<file path="config.mk">
export PLATFORM = sky130hd
export DESIGN_NAME = mini68k_bus_arbiter
export DESIGN_NICKNAME = d
export VERILOG_FILES = /design/src/rtl/mini68k_bus_pkg.sv /design/src/rtl/mini68k_arb_timer.sv /design/src/rtl/mini68k_bus_arbiter.sv
export SDC_FILE = /design/constraint.sdc
export NUM_CORES = 1
export LEC_CHECK = 0
export ABC_AREA = 0
export BUFFER_PORTS_ARGS = -buffer_cell sky130_fd_sc_hd__buf_2
export CELL_PAD_IN_SITES_DETAIL_PLACEMENT = 1
export CELL_PAD_IN_SITES_GLOBAL_PLACEMENT = 1
export CORE_MARGIN = 4
export CORE_UTILIZATION = 35
export CTS_CLUSTER_SIZE = 30
export DETAILED_ROUTE_END_ITERATION = 16
export PLACE_DENSITY = 0.92
export SYNTH_ARGS = -nofsm -noshare
export SYNTH_HDL_FRONTEND = slang
export SYNTH_SLANG_ARGS = --single-unit
</file>
<file path="constraint.sdc">
create_clock -name clk -period 2.2 [get_ports clk]
set_clock_uncertainty 0.15 [all_clocks]
set_input_delay 0.44 -clock clk [delete_from_list [all_inputs] [get_ports clk]]
set_output_delay 0.44 -clock clk [all_outputs]
set_load 0.05 [all_outputs]
</file>
<file path="src/rtl/mini68k_bus_pkg.sv">
// Shared types for the mini68k bus arbiter: FSM states, owners and function codes.
package mini68k_bus_pkg;

  typedef enum logic [1:0] {
    ST_IDLE = 2'd0,
    ST_BUS  = 2'd1,
    ST_DONE = 2'd2
  } arb_state_e;

  typedef enum logic {
    OWN_IF = 1'b0,
    OWN_D  = 1'b1
  } owner_e;

  localparam logic [2:0] FC_UDATA = 3'b001;
  localparam logic [2:0] FC_UPROG = 3'b010;
  localparam logic [2:0] FC_SPROG = 3'b110;

  // Prefetch always runs in program space; only the supervisor bit follows the CPU.
  function automatic logic [2:0] if_fc(input logic sup);
    return sup ? FC_SPROG : FC_UPROG;
  endfunction

endpackage

</file>
<file path="src/rtl/mini68k_arb_timer.sv">
// Bus wait counter; expire_o flags the wait cycle that reaches TIMEOUT_CYC.
module mini68k_arb_timer #(
  parameter int unsigned TIMEOUT_CYC = 255
) (
  input  logic clk,
  input  logic rst_n,
  input  logic clr_i,
  input  logic wait_i,
  output logic expire_o
);

  localparam logic [7:0] LAST_CNT = 8'(TIMEOUT_CYC - 1);

  logic [7:0] cnt_q, cnt_d;

  always_comb begin
    cnt_d = cnt_q;
    if (clr_i) begin
      cnt_d = 8'd0;
    end else if (wait_i) begin
      cnt_d = cnt_q + 8'd1;
    end
  end

  always_ff @(posedge clk) begin
    if (!rst_n) begin
      cnt_q <= 8'd0;
    end else begin
      cnt_q <= cnt_d;
    end
  end

  assign expire_o = wait_i && (cnt_q == LAST_CNT);

endmodule

</file>
<file path="src/rtl/mini68k_bus_arbiter.sv">
// IF/D memory bus arbiter with D priority and a D streak limit.
// MINI68K_ARB_TIMEOUT_EN adds a bus-error timeout on unanswered bus cycles.
module mini68k_bus_arbiter
  import mini68k_bus_pkg::*;
#(
  parameter int unsigned ADDR_W      = 24,
  parameter int unsigned DATA_W      = 16,
  parameter int unsigned MAX_DSTREAK = 4,
  parameter int unsigned TIMEOUT_CYC = 255
) (
  input  logic              clk,
  input  logic              rst_n,
  input  logic              if_req,
  input  logic [ADDR_W-1:0] if_addr,
  output logic              if_ack,
  output logic [DATA_W-1:0] if_rdata,
  input  logic              d_rd,
  input  logic              d_wr,
  input  logic [ADDR_W-1:0] d_addr,
  input  logic [DATA_W-1:0] d_wdata,
  input  logic [2:0]        d_fc,
  output logic              d_ack,
  output logic [DATA_W-1:0] d_rdata,
  output logic              berr,
  output logic              mem_req,
  output logic              mem_we,
  output logic [ADDR_W-1:0] mem_addr,
  output logic [DATA_W-1:0] mem_wdata,
  output logic [2:0]        mem_fc,
  input  logic              mem_ack,
  input  logic [DATA_W-1:0] mem_rdata
);

  localparam logic [3:0] STREAK_MAX = 4'(MAX_DSTREAK);

  arb_state_e        state_q, state_d;
  owner_e            owner_q, owner_d;
  logic [3:0]        streak_q, streak_d;
  logic [ADDR_W-1:0] addr_q, addr_d;
  logic [DATA_W-1:0] wdata_q, wdata_d;
  logic [DATA_W-1:0] if_rdata_q, if_rdata_d;
  logic [DATA_W-1:0] d_rdata_q, d_rdata_d;
  logic              we_q, we_d;
  logic [2:0]        fc_q, fc_d;
  logic              d_pend;
  logic              grant;
  logic              tmo;

  assign d_pend = d_rd | d_wr;

`ifdef MINI68K_ARB_TIMEOUT_EN
  logic berr_q, berr_d;

  mini68k_arb_timer #(
    .TIMEOUT_CYC(TIMEOUT_CYC)
  ) u_timer (
    .clk     (clk),
    .rst_n   (rst_n),
    .clr_i   (grant),
    .wait_i  ((state_q == ST_BUS) && !mem_ack),
    .expire_o(tmo)
  );

  assign berr_d = (state_q == ST_BUS) && tmo;

  always_ff @(posedge clk) begin
    if (!rst_n) begin
      berr_q <= 1'b0;
    end else begin
      berr_q <= berr_d;
    end
  end

  assign berr = berr_q;
`else
  logic unused_timeout_cfg;
  assign unused_timeout_cfg = (TIMEOUT_CYC == 0);
  assign tmo  = 1'b0;
  assign berr = 1'b0;
`endif

  always_comb begin
    state_d    = state_q;
    owner_d    = owner_q;
    streak_d   = streak_q;
    addr_d     = addr_q;
    wdata_d    = wdata_q;
    we_d       = we_q;
    fc_d       = fc_q;
    if_rdata_d = if_rdata_q;
    d_rdata_d  = d_rdata_q;
    grant      = 1'b0;
    case (state_q)
      ST_IDLE: begin
        if (d_pend && ((streak_q < STREAK_MAX) || !if_req)) begin
          grant    = 1'b1;
          owner_d  = OWN_D;
          streak_d = (streak_q < STREAK_MAX) ? streak_q + 4'd1 : streak_q;
          addr_d   = d_addr;
          wdata_d  = d_wdata;
          we_d     = d_wr;
          fc_d     = d_fc;
        end else if (if_req) begin
          grant    = 1'b1;
          owner_d  = OWN_IF;
          streak_d = 4'd0;
          addr_d   = if_addr;
          wdata_d  = '0;
          we_d     = 1'b0;
          fc_d     = if_fc(d_fc[2]);
        end else begin
          streak_d = 4'd0;
        end
        if (grant) begin
          state_d = ST_BUS;
        end
      end
      ST_BUS: begin
        if (mem_ack) begin
          if (owner_q == OWN_D) begin
            d_rdata_d = mem_rdata;
          end else begin
            if_rdata_d = mem_rdata;
          end
          state_d = ST_DONE;
        end else if (tmo) begin
          state_d = ST_DONE;
        end
      end
      ST_DONE: state_d = ST_IDLE;
      default: state_d = ST_IDLE;
    endcase
  end

  always_ff @(posedge clk) begin
    if (!rst_n) begin
      state_q    <= ST_IDLE;
      owner_q    <= OWN_IF;
      streak_q   <= 4'd0;
      addr_q     <= '0;
      wdata_q    <= '0;
      we_q       <= 1'b0;
      fc_q       <= FC_UPROG;
      if_rdata_q <= '0;
      d_rdata_q  <= '0;
    end else begin
      state_q    <= state_d;
      owner_q    <= owner_d;
      streak_q   <= streak_d;
      addr_q     <= addr_d;
      wdata_q    <= wdata_d;
      we_q       <= we_d;
      fc_q       <= fc_d;
      if_rdata_q <= if_rdata_d;
      d_rdata_q  <= d_rdata_d;
    end
  end

  assign mem_req   = (state_q == ST_BUS);
  assign mem_we    = we_q;
  assign mem_addr  = addr_q;
  assign mem_wdata = wdata_q;
  assign mem_fc    = fc_q;
  assign if_ack    = (state_q == ST_DONE) && (owner_q == OWN_IF);
  assign d_ack     = (state_q == ST_DONE) && (owner_q == OWN_D);
  assign if_rdata  = if_rdata_q;
  assign d_rdata   = d_rdata_q;

endmodule

</file>
==> results.toml <==
[power_and_ir_drop]
p_int_w = 0.00252
total_power_w = 0.00382
swShare = 0.340
combPwrFrac = 0.251
seq_power_share = 0.441
p_clk_frac = 0.308
p_leak_nw = 2.02
powerDensity_mw_per_mm2 = 842
p_sw_w = 0.00130
ir_drop_mv = 0.368

[timing]
finalCritPeriodShare = 0.922
slew_violations = 0
max_freq_mhz = 493
rsz0062_at_grt = "no"
worst_slew_pin_slew_ns = 0.979
fin_hold_ws_ns = 0.197
tns_ns = 0
fin_crit_ns = 2.03
max-slew-margin-rel = 0.346
hold_violations = 0
setup_viol = 0
timing.final.ws_setup_ns = 0.171

[synth]
synth_xor_xnor_area_share = 0
synth_cells = 415
ys_top_cells_by_count = "nand2_1, dfxtp_1, a21oi_1"
synth_top_cell_area_share = 0.476
synth_cell_types = 44
async_reset_ff_frac = 0
ys_warn_count = 0
ys_seq_area_frac = 0.476
synthTopCellsByArea = "dfxtp_1, nand2_1, a21oi_1"
synth.largest_area_cell = "dfxtp_1"
synth-edff-count = 0
syn-num-nets = 505
ys.flop_type = "dfxtp_1"
synth_compound_area_frac = 0.247
synth.most_common_cell = "nand2_1"
synthAdderAreaFrac = 0.00358
synth_mux_area_frac = 0
synth-simple-area-share = 0.195
synth_top_family_by_area = "compound AO/OA/AOI/OAI gates"
ys_ff_latch = 83
mappedNetlistArea_sq_mm = 0.00349
syn_avg_cell_area_sq_um = 8.41

[cells_and_area]
fillerInstances = 1255
syn2layout_area_growth_pct = 29.8
nets = 653
layout-drive-gt1-share = 0.363
fin_cells = 701
antenna_cells = 0

[global_route]
track_usage = 0.194
grt_pass1_wl_microns = 18100
grt_max_degree = 46
antenna_found_initial = 0
grt_pass1_vias = 3693
grt-ovfl-total = 0

[clocking]
htree_levels = 3
cts_setup_buffers = 0
numCtsBuffers = 9
cts-root-buf = "clkbuf_8"
post_cts_resized = 0
ctsLongestPathBuffers = 2
clkSinkCount = 83
clock_latency_ns = 0.33
hold_buffers = 0
cts_tree = "built"
clk_pin_slew_ns = 0.09

[routing]
drtAntennaViolNets = 0
routedWlPerCell_microns = 16.8
vias_per_cell = 5.19
dr.pass1.iters = 4
routed_wl_microns = 11800
drcViolationCount = 0
vias = 3636
drtIter0Drc = 150

[job]
max-cap-violations = 0

[worst_setup_path]
slowest_stage = "nor2_2"
crit_buf_inv = 0
path_class = "register to register"
cp_max_fo = 21
required_ns = 2.22
path_cells = "or2_0, nor2_2, a311oi_1"
max_stage_delay_ns = 0.79
critical-path-top-delay-family = "simple AND/OR/NAND/NOR gates"
crit_path_end_kind = "register"
arrival_ns = 2.05
start_kind = "register"

[placed_design]
dpl.hpwl_microns = 8490
portBuffers = 167
place_ws_ns = 0.129
place.gp.congestion = 0.807
dpl.cell_count = 684

[floorplan]
fp-row-count = 36
dieWidth_microns = 108
core_sq_mm = 0.00973
die_area_sq_mm = 0.0116
io_pins = 169
initial_core_util = 0.359
dieHeight_microns = 108

[hold_path]
min_path_type = "input pin to register"

[outcome]
status = "completed"
-- cell usage in the layout (no fill, tap or decap), drive strengths merged, types with 2 or more instances in the layout --
cell | synthesis | layout
dfxtp | 83 | 83
a21oi | 60 | 60
nor2 | 5 | 6
o22ai | 18 | 18
clkinvlp | 0 | 2
nor3b | 2 | 2
nor2b | 3 | 3
o21ai | 29 | 29
nand3 | 27 | 27
a311oi | 24 | 24
buf | 27 | 177
clkbuf | 14 | 12
bufinv | 0 | 2
o21a | 2 | 2
or2 | 2 | 2
nand2 | 101 | 101
-- registers in the layout, indices dropped and copies added, names as in the netlist --
signal     count
mem_wdata     16
if_rdata      16
d_rdata       16
mem_we         1
streak_q       4
mem_addr      24
state_q        2
mem_fc         3
owner_q        1
-- worst reg2reg max path, delay by kind of cell (launching register included) --
family           cells  cell delay (ns)
AND/OR/NAND/NOR      2             1.14
AO/OA/AOI/OAI        1             0.20
flip-flops           1             0.38
-- path summary, 6_finish.rpt --
path / from / end / slack (ns) / cells after the start
min reg2reg: if_rdata[9]$_SDFFE_PN0P_ / if_rdata[9]$_SDFFE_PN0P_ / 0.31 / 2
max: state_q[1]$_SDFFE_PN0P_ / mem_addr[5]$_SDFFE_PN0P_ / 0.17 / 3
min: mem_rdata[15] / d_rdata[15]$_SDFFE_PN0P_ / 0.20 / 3
max reg2reg: state_q[1]$_SDFFE_PN0P_ / mem_addr[5]$_SDFFE_PN0P_ / 0.17 / 3
-- metal layers --
| layer | track usage | routed length [microns] | share of wire | up-vias |
|---|---|---|---|---|
| met5 | 0 | 0 | 0 | - |
| met4 | 0.0550 | 201 | 0.017 | 0 |
| met3 | 0.0402 | 623 | 0.053 | 15 |
| met2 | 0.343 | 5990 | 0.51 | 120 |
| met1 | 0.238 | 4950 | 0.42 | 1740 |
| li1 | - | - | - | 1761 |
-- power groups by stage --
| stage | clock, W | sequential (W) | combinational, W |
|---|---|---|---|
| 2_1_floorplan | 0 | 0.00207 | 0.000351 |
| 3_3_place_gp | 0 | 0.00171 | 0.000933 |
| 3_5_place_dp | 0 | 0.00172 | 0.000961 |
| 4_1_cts | 0.00120 | 0.00169 | 0.000961 |
| 5_1_grt | 0.00128 | 0.00170 | 0.00102 |
| 6_report | 0.00118 | 0.00168 | 0.000958 |
-- through the flow --
stage,cell area (sq um),utilization
3_5_place_dp,4320,0.444
5_1_grt,4530,0.466
3_3_place_gp,4320,0.444
4_1_cts,4530,0.465
2_1_floorplan,3490,-
6_report,4530,0.466
-- kinds of logic (layout without fill, tap and decap cells) --
family          Yosys count  in the layout
compound gates          138            138
fa+ha+maj                 1              1
buf+inv                  42            194
flops                    83             83
other cells               1              1
simple gates            150            151
-- cell type report --
cell class | instances | area [sq um] | area share
Timing Repair Buffer | 177 | 923 | 0.204
Clock inverter | 4 | 75.1 | 0.0166
Clock buffer | 12 | 135 | 0.0298
Tap cell | 133 | 166 | 0.0367
Multi-Input combinational cell | 291 | 1570 | 0.346
Inverter | 1 | 3.75 | 0.000828
Sequential cell | 83 | 1660 | 0.366
No activity file was read; power rests on OpenSTA's default activity.
